**config.mk**
```make
export PLATFORM = sky130hd
export DESIGN_NAME = spio_wifi_itr_capture
export DESIGN_NICKNAME = d
export VERILOG_FILES = /design/src/rtl/spio_wifi_itr_capture_pkg.sv /design/src/rtl/spio_itr_debounce.sv /design/src/rtl/spio_wifi_itr_capture.sv
export SDC_FILE = /design/constraint.sdc
export NUM_CORES = 1
export LEC_CHECK = 0
export CAP_MARGIN = 40
export CORE_UTILIZATION = 30
export CTS_BUF_LIST = sky130_fd_sc_hd__clkbuf_4
export DETAILED_ROUTE_END_ITERATION = 10
export SYNTH_ARGS = -nofsm -noshare
export SYNTH_HDL_FRONTEND = slang
export SYNTH_SLANG_ARGS = --single-unit
```
**constraint.sdc**
```tcl
create_clock -name clk -period 1.91 [get_ports clk]
set_input_delay 0.2865 -clock clk [delete_from_list [all_inputs] [get_ports clk]]
set_output_delay 0.2865 -clock clk [all_outputs]
set_load 0.02 [all_outputs]
```
**src/rtl/spio_wifi_itr_capture_pkg.sv**
```systemverilog
// ---------------------------------------------------------------------------
// spio_wifi_itr_capture_pkg
//   Shared definitions for the WiFi interrupt capture block: the debounce
//   state enumeration, the default build-time parameters and the width of
//   the debounce tick counter.
// ---------------------------------------------------------------------------
package spio_wifi_itr_capture_pkg;

  // Debounce states: two stable levels, each with a "checking" state that
  // counts ticks toward the opposite level.
  typedef enum logic [1:0] {
    STABLE_OFF = 2'd0,
    CHECK_ON   = 2'd1,
    STABLE_ON  = 2'd2,
    CHECK_OFF  = 2'd3
  } deb_state_t;

  localparam int DEFAULT_BW_SYNC        = 2;
  localparam int DEFAULT_DEBOUNCE_TICKS = 4;
  localparam int DEFAULT_BW_COUNT       = 8;

  // Wide enough for any DEBOUNCE_TICKS in 1..255.
  localparam int DEB_CNT_W = 8;

endpackage

```
**src/rtl/spio_itr_debounce.sv**
```systemverilog
// ---------------------------------------------------------------------------
// spio_itr_debounce
//   Synchronizes an asynchronous interrupt pin, normalizes its polarity so
//   that 1 means asserted, and filters it into a stable level plus a
//   one-cycle event marking each accepted off-to-on transition.
//
//   Build option: SPIO_WIFI_ITR_DEBOUNCE_EN
//     defined   - a four-state debounce FSM requires DEBOUNCE_TICKS
//                 consecutive tick_gpio samples before accepting a change.
//     undefined - the synchronized level is used directly; the event is its
//                 rising edge and tick_gpio / DEBOUNCE_TICKS are ignored.
//
// Ports
//   clk          in   block clock
//   rst          in   synchronous active-high reset
//   tick_gpio    in   single-cycle sampling strobe
//   pin          in   asynchronous pin input
//   stable_level out  filtered level (1 = asserted)
//   event_pulse  out  one-cycle pulse on each accepted assertion
// ---------------------------------------------------------------------------
module spio_itr_debounce
  import spio_wifi_itr_capture_pkg::*;
#(
  parameter int BW_SYNC        = DEFAULT_BW_SYNC,
  parameter int DEBOUNCE_TICKS = DEFAULT_DEBOUNCE_TICKS,
  parameter int ACTIVE_HIGH    = 1
) (
  input  logic clk,
  input  logic rst,
  input  logic tick_gpio,
  input  logic pin,
  output logic stable_level,
  output logic event_pulse
);

  // Pin level that means "not asserted"; the synchronizer resets to it so a
  // reset never looks like an assertion.
  localparam logic INACTIVE_PIN = (ACTIVE_HIGH != 0) ? 1'b0 : 1'b1;

  logic [BW_SYNC-1:0] sync_q;
  logic               level;

  // Synchronizer chain; bit 0 takes the raw pin.
  always_ff @(posedge clk) begin
    if (rst) begin
      sync_q <= {BW_SYNC{INACTIVE_PIN}};
    end else begin
      sync_q <= {sync_q[BW_SYNC-2:0], pin};
    end
  end

  // XOR with the inactive level turns an active-low pin into active-high.
  assign level = sync_q[BW_SYNC-1] ^ INACTIVE_PIN;

`ifdef SPIO_WIFI_ITR_DEBOUNCE_EN

  localparam logic [DEB_CNT_W-1:0] TICKS_TARGET = DEB_CNT_W'(DEBOUNCE_TICKS);
  localparam logic [DEB_CNT_W-1:0] CNT_ONE      = DEB_CNT_W'(1);

  deb_state_t           state_q, state_d;
  logic [DEB_CNT_W-1:0] cnt_q, cnt_d;
  logic [DEB_CNT_W-1:0] cnt_inc;

  assign cnt_inc = cnt_q + CNT_ONE;

  always_ff @(posedge clk) begin
    if (rst) begin
      state_q <= STABLE_OFF;
      cnt_q   <= '0;
    end else begin
      state_q <= state_d;
      cnt_q   <= cnt_d;
    end
  end

  // The counter holds the number of consecutive ticks already seen at the
  // new level. The first differing tick counts as one, so with a target of 1
  // the stable states switch directly without visiting a check state.
  always_comb begin
    state_d     = state_q;
    cnt_d       = cnt_q;
    event_pulse = 1'b0;
    if (tick_gpio) begin
      case (state_q)
        STABLE_OFF: begin
          if (level) begin
            if (TICKS_TARGET == CNT_ONE) begin
              state_d     = STABLE_ON;
              cnt_d       = '0;
              event_pulse = 1'b1;
            end else begin
              state_d = CHECK_ON;
              cnt_d   = CNT_ONE;
            end
          end
        end
        CHECK_ON: begin
          if (level) begin
            if (cnt_inc == TICKS_TARGET) begin
              state_d     = STABLE_ON;
              cnt_d       = '0;
              event_pulse = 1'b1;
            end else begin
              cnt_d = cnt_inc;
            end
          end else begin
            state_d = STABLE_OFF;
            cnt_d   = '0;
          end
        end
        STABLE_ON: begin
          if (!level) begin
            if (TICKS_TARGET == CNT_ONE) begin
              state_d = STABLE_OFF;
              cnt_d   = '0;
            end else begin
              state_d = CHECK_OFF;
              cnt_d   = CNT_ONE;
            end
          end
        end
        CHECK_OFF: begin
          if (!level) begin
            if (cnt_inc == TICKS_TARGET) begin
              state_d = STABLE_OFF;
              cnt_d   = '0;
            end else begin
              cnt_d = cnt_inc;
            end
          end else begin
            state_d = STABLE_ON;
            cnt_d   = '0;
          end
        end
        default: begin
          state_d = STABLE_OFF;
          cnt_d   = '0;
        end
      endcase
    end
  end

  // While checking the off transition the pin is still considered on.
  assign stable_level = (state_q == STABLE_ON) || (state_q == CHECK_OFF);

`else

  logic       level_q;
  logic       unused_tick;
  logic [7:0] unused_ticks;

  // Previous synchronized level for rising-edge detection.
  always_ff @(posedge clk) begin
    if (rst) begin
      level_q <= 1'b0;
    end else begin
      level_q <= level;
    end
  end

  assign stable_level = level;
  assign event_pulse  = level & ~level_q;
  assign unused_tick  = tick_gpio;
  assign unused_ticks = 8'(DEBOUNCE_TICKS);

`endif

endmodule

```
**src/rtl/spio_wifi_itr_capture.sv**
```systemverilog
// ---------------------------------------------------------------------------
// spio_wifi_itr_capture
//   Captures interrupt events from the WiFi module pin into a sticky pending
//   flag, a saturating event counter and an overflow flag, and raises an
//   interrupt request while pending and enabled.
//
//   Build option: SPIO_WIFI_ITR_DEBOUNCE_EN (see spio_itr_debounce) selects
//   tick-based debouncing of the pin; without it events are raw rising edges
//   of the synchronized pin.
//
// Ports
//   clk           in   block clock
//   rst           in   synchronous active-high reset
//   tick_gpio     in   single-cycle sampling strobe shared with GPIO blocks
//   wifi_itr_pin  in   asynchronous interrupt pin from the WiFi module
//   itr_enable    in   allows capture and interrupt output
//   itr_clear     in   single-cycle clear pulse from the register bank
//   itr_pending   out  sticky pending flag
//   itr_count     out  saturating count of captured events since last clear
//   itr_overflow  out  an event arrived while itr_count was saturated
//   interrupt     out  interrupt request to the platform controller
// ---------------------------------------------------------------------------
module spio_wifi_itr_capture
  import spio_wifi_itr_capture_pkg::*;
#(
  parameter int BW_SYNC        = DEFAULT_BW_SYNC,
  parameter int DEBOUNCE_TICKS = DEFAULT_DEBOUNCE_TICKS,
  parameter int BW_COUNT       = DEFAULT_BW_COUNT,
  parameter int ACTIVE_HIGH    = 1
) (
  input  logic                clk,
  input  logic                rst,
  input  logic                tick_gpio,
  input  logic                wifi_itr_pin,
  input  logic                itr_enable,
  input  logic                itr_clear,
  output logic                itr_pending,
  output logic [BW_COUNT-1:0] itr_count,
  output logic                itr_overflow,
  output logic                interrupt
);

  localparam logic [BW_COUNT-1:0] COUNT_MAX = {BW_COUNT{1'b1}};
  localparam logic [BW_COUNT-1:0] COUNT_ONE = BW_COUNT'(1);

  logic unused_stable_level;
  logic itr_event;
  logic accept;

  spio_itr_debounce #(
    .BW_SYNC        (BW_SYNC),
    .DEBOUNCE_TICKS (DEBOUNCE_TICKS),
    .ACTIVE_HIGH    (ACTIVE_HIGH)
  ) u_debounce (
    .clk          (clk),
    .rst          (rst),
    .tick_gpio    (tick_gpio),
    .pin          (wifi_itr_pin),
    .stable_level (unused_stable_level),
    .event_pulse  (itr_event)
  );

  // Events seen while disabled are dropped entirely.
  assign accept = itr_event & itr_enable;

  // A clear coinciding with an event leaves that event as the only one
  // recorded, so software never loses an assertion that races its clear.
  always_ff @(posedge clk) begin
    if (rst) begin
      itr_pending  <= 1'b0;
      itr_count    <= '0;
      itr_overflow <= 1'b0;
    end else if (itr_clear) begin
      itr_pending  <= accept;
      itr_count    <= accept ? COUNT_ONE : '0;
      itr_overflow <= 1'b0;
    end else if (accept) begin
      itr_pending <= 1'b1;
      if (itr_count == COUNT_MAX) begin
        itr_overflow <= 1'b1;
      end else begin
        itr_count <= itr_count + COUNT_ONE;
      end
    end
  end

  assign interrupt = itr_pending & itr_enable;

endmodule

```
## Yosys cells after proc, flatten, opt, wreduce, memory -nomap -nowiden

Index checks and enable logic that the tools add are counted.

| storage, ports and cells | value |
|---|---|
| bits in registers | 13 |
| bits of input ports | 6 |
| output and inout port bits | 11 |
| word-level logic and storage cells | 22 |

| cells by class | value |
|---|---|
| add/subtract/negate cells | 1 |
| equality and inequality tests | 2 |
| mux-type cells | 6 |
| bitwise logic cells | 4 |
| reductions and logical operators | 4 |

Operators with widths:

| cell | count |
|---|---|
| 8-bit 2-to-1 mux | 3 |
| 8-bit by 1-bit adder with 8-bit output (second input constant) | 1 |
| 8-bit == test (second input constant) | 1 |
| 2-bit AND reduction | 2 |
| 1-bit AND | 3 |
| 1-bit 2-to-1 mux | 3 |
| 2-bit inequality test (second input constant) | 1 |
| 2-bit nonzero test | 1 |
| 2-bit OR reduction | 1 |
| 1-bit NOT | 1 |

## Logic depth before layout (Yosys ltp)

| logic depth | value |
|---|---|
| depth after elaboration | 5 |
| mapped depth | 4 |
| mapped depth without buffers | 4 |

## Hierarchy

Synthesis repeated with hierarchy kept, for this count alone.

| unflattened totals | value |
|---|---|
| cells, all modules | 65 |
| area total of the unflattened synthesis | 630.6 µm² |

Modules (own cells, without submodules):

| module | times used | cells an instance | area each (µm²) | sequential area each (µm²) |
|---|---|---|---|---|
| spio_wifi_itr_capture | 1 | 58 | 543.0 | 200.2 |
| spio_itr_debounce | 1 | 7 | 87.6 | 60.1 |

## Worst setup path after synthesis

No wires, ideal clock.

| path | value |
|---|---|
| path type | flip-flop to flip-flop |
| start | reg itr_count[0] |
| end | reg itr_count[3] |
| setup time | 0.072 ns |
| arrival time | 1.309 ns |
| required time | 1.838 ns |
| path slack | 0.529 ns |
| stages on the path, launching flop included | 5 |
| path buffers | 0 |
| clock period less this slack | 1.381 ns |
| cells stage by stage | dfxtp_1 ha_1 and3_1 a211oi_1 mux2i_1 |

| on the way | value |
|---|---|
| longest elaborated chain between the ends | 4 |

RTL lines:

| element | line | text |
|---|---|---|
| start, declared | spio_wifi_itr_capture.sv:38 | `output logic [BW_COUNT-1:0] itr_count,` |
| start signal, assigned | spio_wifi_itr_capture.sv:75 | `itr_count <= accept ? COUNT_ONE : '0;` |
| start signal, assigned | spio_wifi_itr_capture.sv:82 | `itr_count <= itr_count + COUNT_ONE;` |
| 8-bit by 1-bit adder with 8-bit output | spio_wifi_itr_capture.sv:82 |  |
| 8-bit 2-to-1 mux | spio_wifi_itr_capture.sv:79 | `if (itr_count == COUNT_MAX) begin` |
| 8-bit 2-to-1 mux | spio_wifi_itr_capture.sv:77 | `end else if (accept) begin` |
| 8-bit 2-to-1 mux | spio_wifi_itr_capture.sv:73 | `end else if (itr_clear) begin` |

Several ways; a longest one is shown, not always the timed one. The select of a mux whose other input is x is not followed.
A chain may end at the register's enable or synchronous reset.

## Worst setup path after layout

| path | value |
|---|---|
| start | in itr_enable |
| end | out interrupt |

| on the way | value |
|---|---|
| longest elaborated chain between the ends | 1 |

RTL lines:

| element | line | text |
|---|---|---|
| start, declared | spio_wifi_itr_capture.sv:35 | `input logic itr_enable,` |
| 1-bit AND | spio_wifi_itr_capture.sv:87 | `assign interrupt = itr_pending & itr_enable;` |
| end, declared | spio_wifi_itr_capture.sv:40 | `output logic interrupt` |

No other way between the ends.

==> results.py <==
metrics = {
    "pwr": {
        "power.leakage_uw": 0.000297,
        "finalPower_uw": 496,
        "ir_drop_v": 0.000355,
        "power-per-cell-area_nw_per_um2": 592,
    },
    "die": {
        "ios": 17,
        "die_area_um2": 2240,
        "coreArea_um2": 1940,
        "rows": 16,
        "die_y_um": 47.3,
        "die_w_um": 47.3,
        "start_util_pct": 31.8,
    },
    "global_routing": {
        "antenna_found_initial": 0,
        "first_global_vias": 493,
        "grt_usage_pct": 13.7,
        "gr-total-overflow": 0,
        "grt_max_degree": 10,
        "grt_pass1_wl_mm": 2.17,
    },
    "setup_path": {
        "critPathArrivalTime_ns": 1.48,
        "worstSetupPathType": "primary input to output port",
        "path_buf_inv": 2,
        "cp_cell_sequence": "clkdlybuf4s50_1 -> and2_2 -> clkdlybuf4s50_1",
        "cpMostUsedCell": "clkdlybuf4s50_1",
        "critical_path.max_fanout": 2,
        "cp.required_ns": 1.62,
        "cp-end-kind": "output port",
        "cp_top_family": "buffers and inverters",
        "max_stage_delay_ns": 0.59,
        "start_kind": "primary input",
        "slowest_stage": "clkdlybuf4s50_1",
    },
    "clock_network": {
        "cts_buffers": 3,
        "root_buffer": "clkbuf_4",
        "clkTransAtPathRegs_ns": 0.08,
        "clock_latency_ns": 0.28,
        "cts_buffer_depth": 2,
        "htree_levels": 1,
        "postCtsSetupRepairBufs": 0,
        "cts_sinks": 13,
        "cts_tree": "done",
        "cts-resized-gates": 0,
        "cts_hold_buf": 0,
    },
    "synthesis": {
        "ys_warn_count": 0,
        "syn-instance-count": 66,
        "synth_area_per_cell_um2": 9.35,
        "ys_ff_latch": 13,
        "synth.distinct_cells": 32,
        "seq_area_frac_synth_pct": 42.2,
        "netlist_area_um2": 617,
        "synth_nets": 73,
    },
    "cells_and_area": {
        "fin_cells": 113,
        "final_cell_mix": "clkdlybuf4s50_1 (15), dfxtp_1 (13), nand2_1 (6)",
        "n_fill_cell": 192,
        "drive_gt1_share_pct": 11.6,
        "nets": 94,
        "syn_to_final_growth_pct": 35.9,
        "n_antenna_cell": 0,
        "layout_commonest_cell": "clkdlybuf4s50_1",
    },
    "routing": {
        "wl_met2_um": 567,
        "viasPerCell": 5.14,
        "top_layer": "met4",
        "drc_errors": 0,
        "wl_per_cell_um": 11.4,
        "vias": 581,
        "dr.first_iter.drc_count": 15,
        "wl_met1_um": 626,
        "drt_wl_total_mm": 1.29,
        "wl_met3_um": 68,
        "antenna_left": 0,
        "first_pass_iters": 4,
    },
    "sta": {
        "post-route-period-util_pct": 92.6,
        "finalClockSkew_ns": 0.000879,
        "fmax_mhz": 565,
        "relSlewSlack_pct": 76.7,
        "slew_violations": 0,
        "tightest_slew_ns": 0.348,
        "fin_hold_ws_ns": 0.447,
        "period_minus_slack_ns": 1.77,
        "fin_tns_setup_ns": 0,
        "setup_viol": 0,
        "rsz0062_at_grt": "false",
        "hold_violations": 0,
    },
    "outcome": {
        "status": "complete, no violations",
    },
    "job": {
        "maxCapViolations": 0,
    },
    "placed_design": {
        "dp_hpwl_um": 939,
        "numPortBuffers": 15,
        "gp_congestion": 0.787,
        "dp_cells": 109,
    },
    "min_path": {
        "hold_path_class": "flip-flop to flip-flop",
    },
}
[per-stage QoR]
stage               util, %  setup slack (ns)  area [um2]
global placement       41.6             0.143         808
floorplan                 -             0.529         617
finish                 43.2             0.142         838
detailed placement     41.6             0.131         808
CTS                    43.2             0.131         838
global route           43.2            0.0894         838
[report_power, final]
| part | internal, uW | total (uW) | switching, uW |
|---|---|---|---|
| Clock | 95.3 | 187 | 91.6 |
| Sequential | 274 | 277 | 2.47 |
| Combinational | 17.5 | 32.6 | 15.0 |
| Total | 387 | 496 | 109 |
[Yosys cell counts]
cell | number | share of area, %
dfxtp_1 | 13 | 42
nand2_1 | 6 | 3.7
a21oi_1 | 5 | 4.1
inv_1 | 3 | 1.8
mux2i_1 | 3 | 4.9
nor2b_1 | 3 | 3.0
a211oi_1 | 2 | 2.4
and3_1 | 2 | 2.0
nand2b_1 | 2 | 2.0
nand4_1 | 2 | 2.0
nor2_1 | 2 | 1.2
o31ai_1 | 2 | 2.4
or3_1 | 2 | 2.0
a21o_1 | 1 | 1.2
a31oi_1 | 1 | 1.0
and2_2 | 1 | 1.2
and3b_2 | 1 | 1.6
and4_1 | 1 | 1.4
ha_1 | 1 | 2.0
nand3_1 | 1 | 0.81
nand3_2 | 1 | 1.6
nand3b_4 | 1 | 3.2
nand4b_1 | 1 | 1.4
nor3_1 | 1 | 0.81
nor3b_1 | 1 | 1.2
nor4_1 | 1 | 1.0
o2111ai_1 | 1 | 1.4
o211a_1 | 1 | 1.6
o21ai_0 | 1 | 0.81
o41ai_1 | 1 | 1.4
or2_2 | 1 | 1.0
or4_1 | 1 | 1.2
[logic make-up after synthesis]
logic type / share of synthesized area, %
mux: 4.87
fa+ha+maj: 2.03
simple gates: 32.7
compound gates: 16.4
buf+inv: 1.83
flops: 42.2
[layout make-up]
type	count	area, um2	share of cell area, %
sequential	13	260	31.0
tap	27	33.8	4.03
clock buffer	4	30.0	3.58
multi-input combinational	50	345	41.2
inverter	3	11.3	1.34
timing repair buffer	16	158	18.8
[final timing paths]
path / start / end / slack (ns) / depth (start not counted)
worst max-delay path: itr_enable / interrupt / 0.14 / 3
worst min-delay path: u_debounce.sync_q[0] / u_debounce.sync_q[1] / 0.45 / 1
worst max register to register: itr_count[0] / itr_count[3] / 0.45 / 4
worst min register to register: u_debounce.sync_q[0] / u_debounce.sync_q[1] / 0.45 / 1
[sequential cells by signal (all words and copies together) (netlist names)]
register and flops:
u_debounce.sync_q 2, u_debounce.level_q 1, itr_pending 1, itr_overflow 1
itr_count 8
[per-layer routing]
layer | vias up | GRT usage, %
li1 | 287 | -
met1 | 273 | 19.4
met2 | 17 | 19.2
met3 | 4 | 2.31
met4 | 0 | 8.57
met5 | - | 0
No activity file was read; power rests on OpenSTA's default activity.
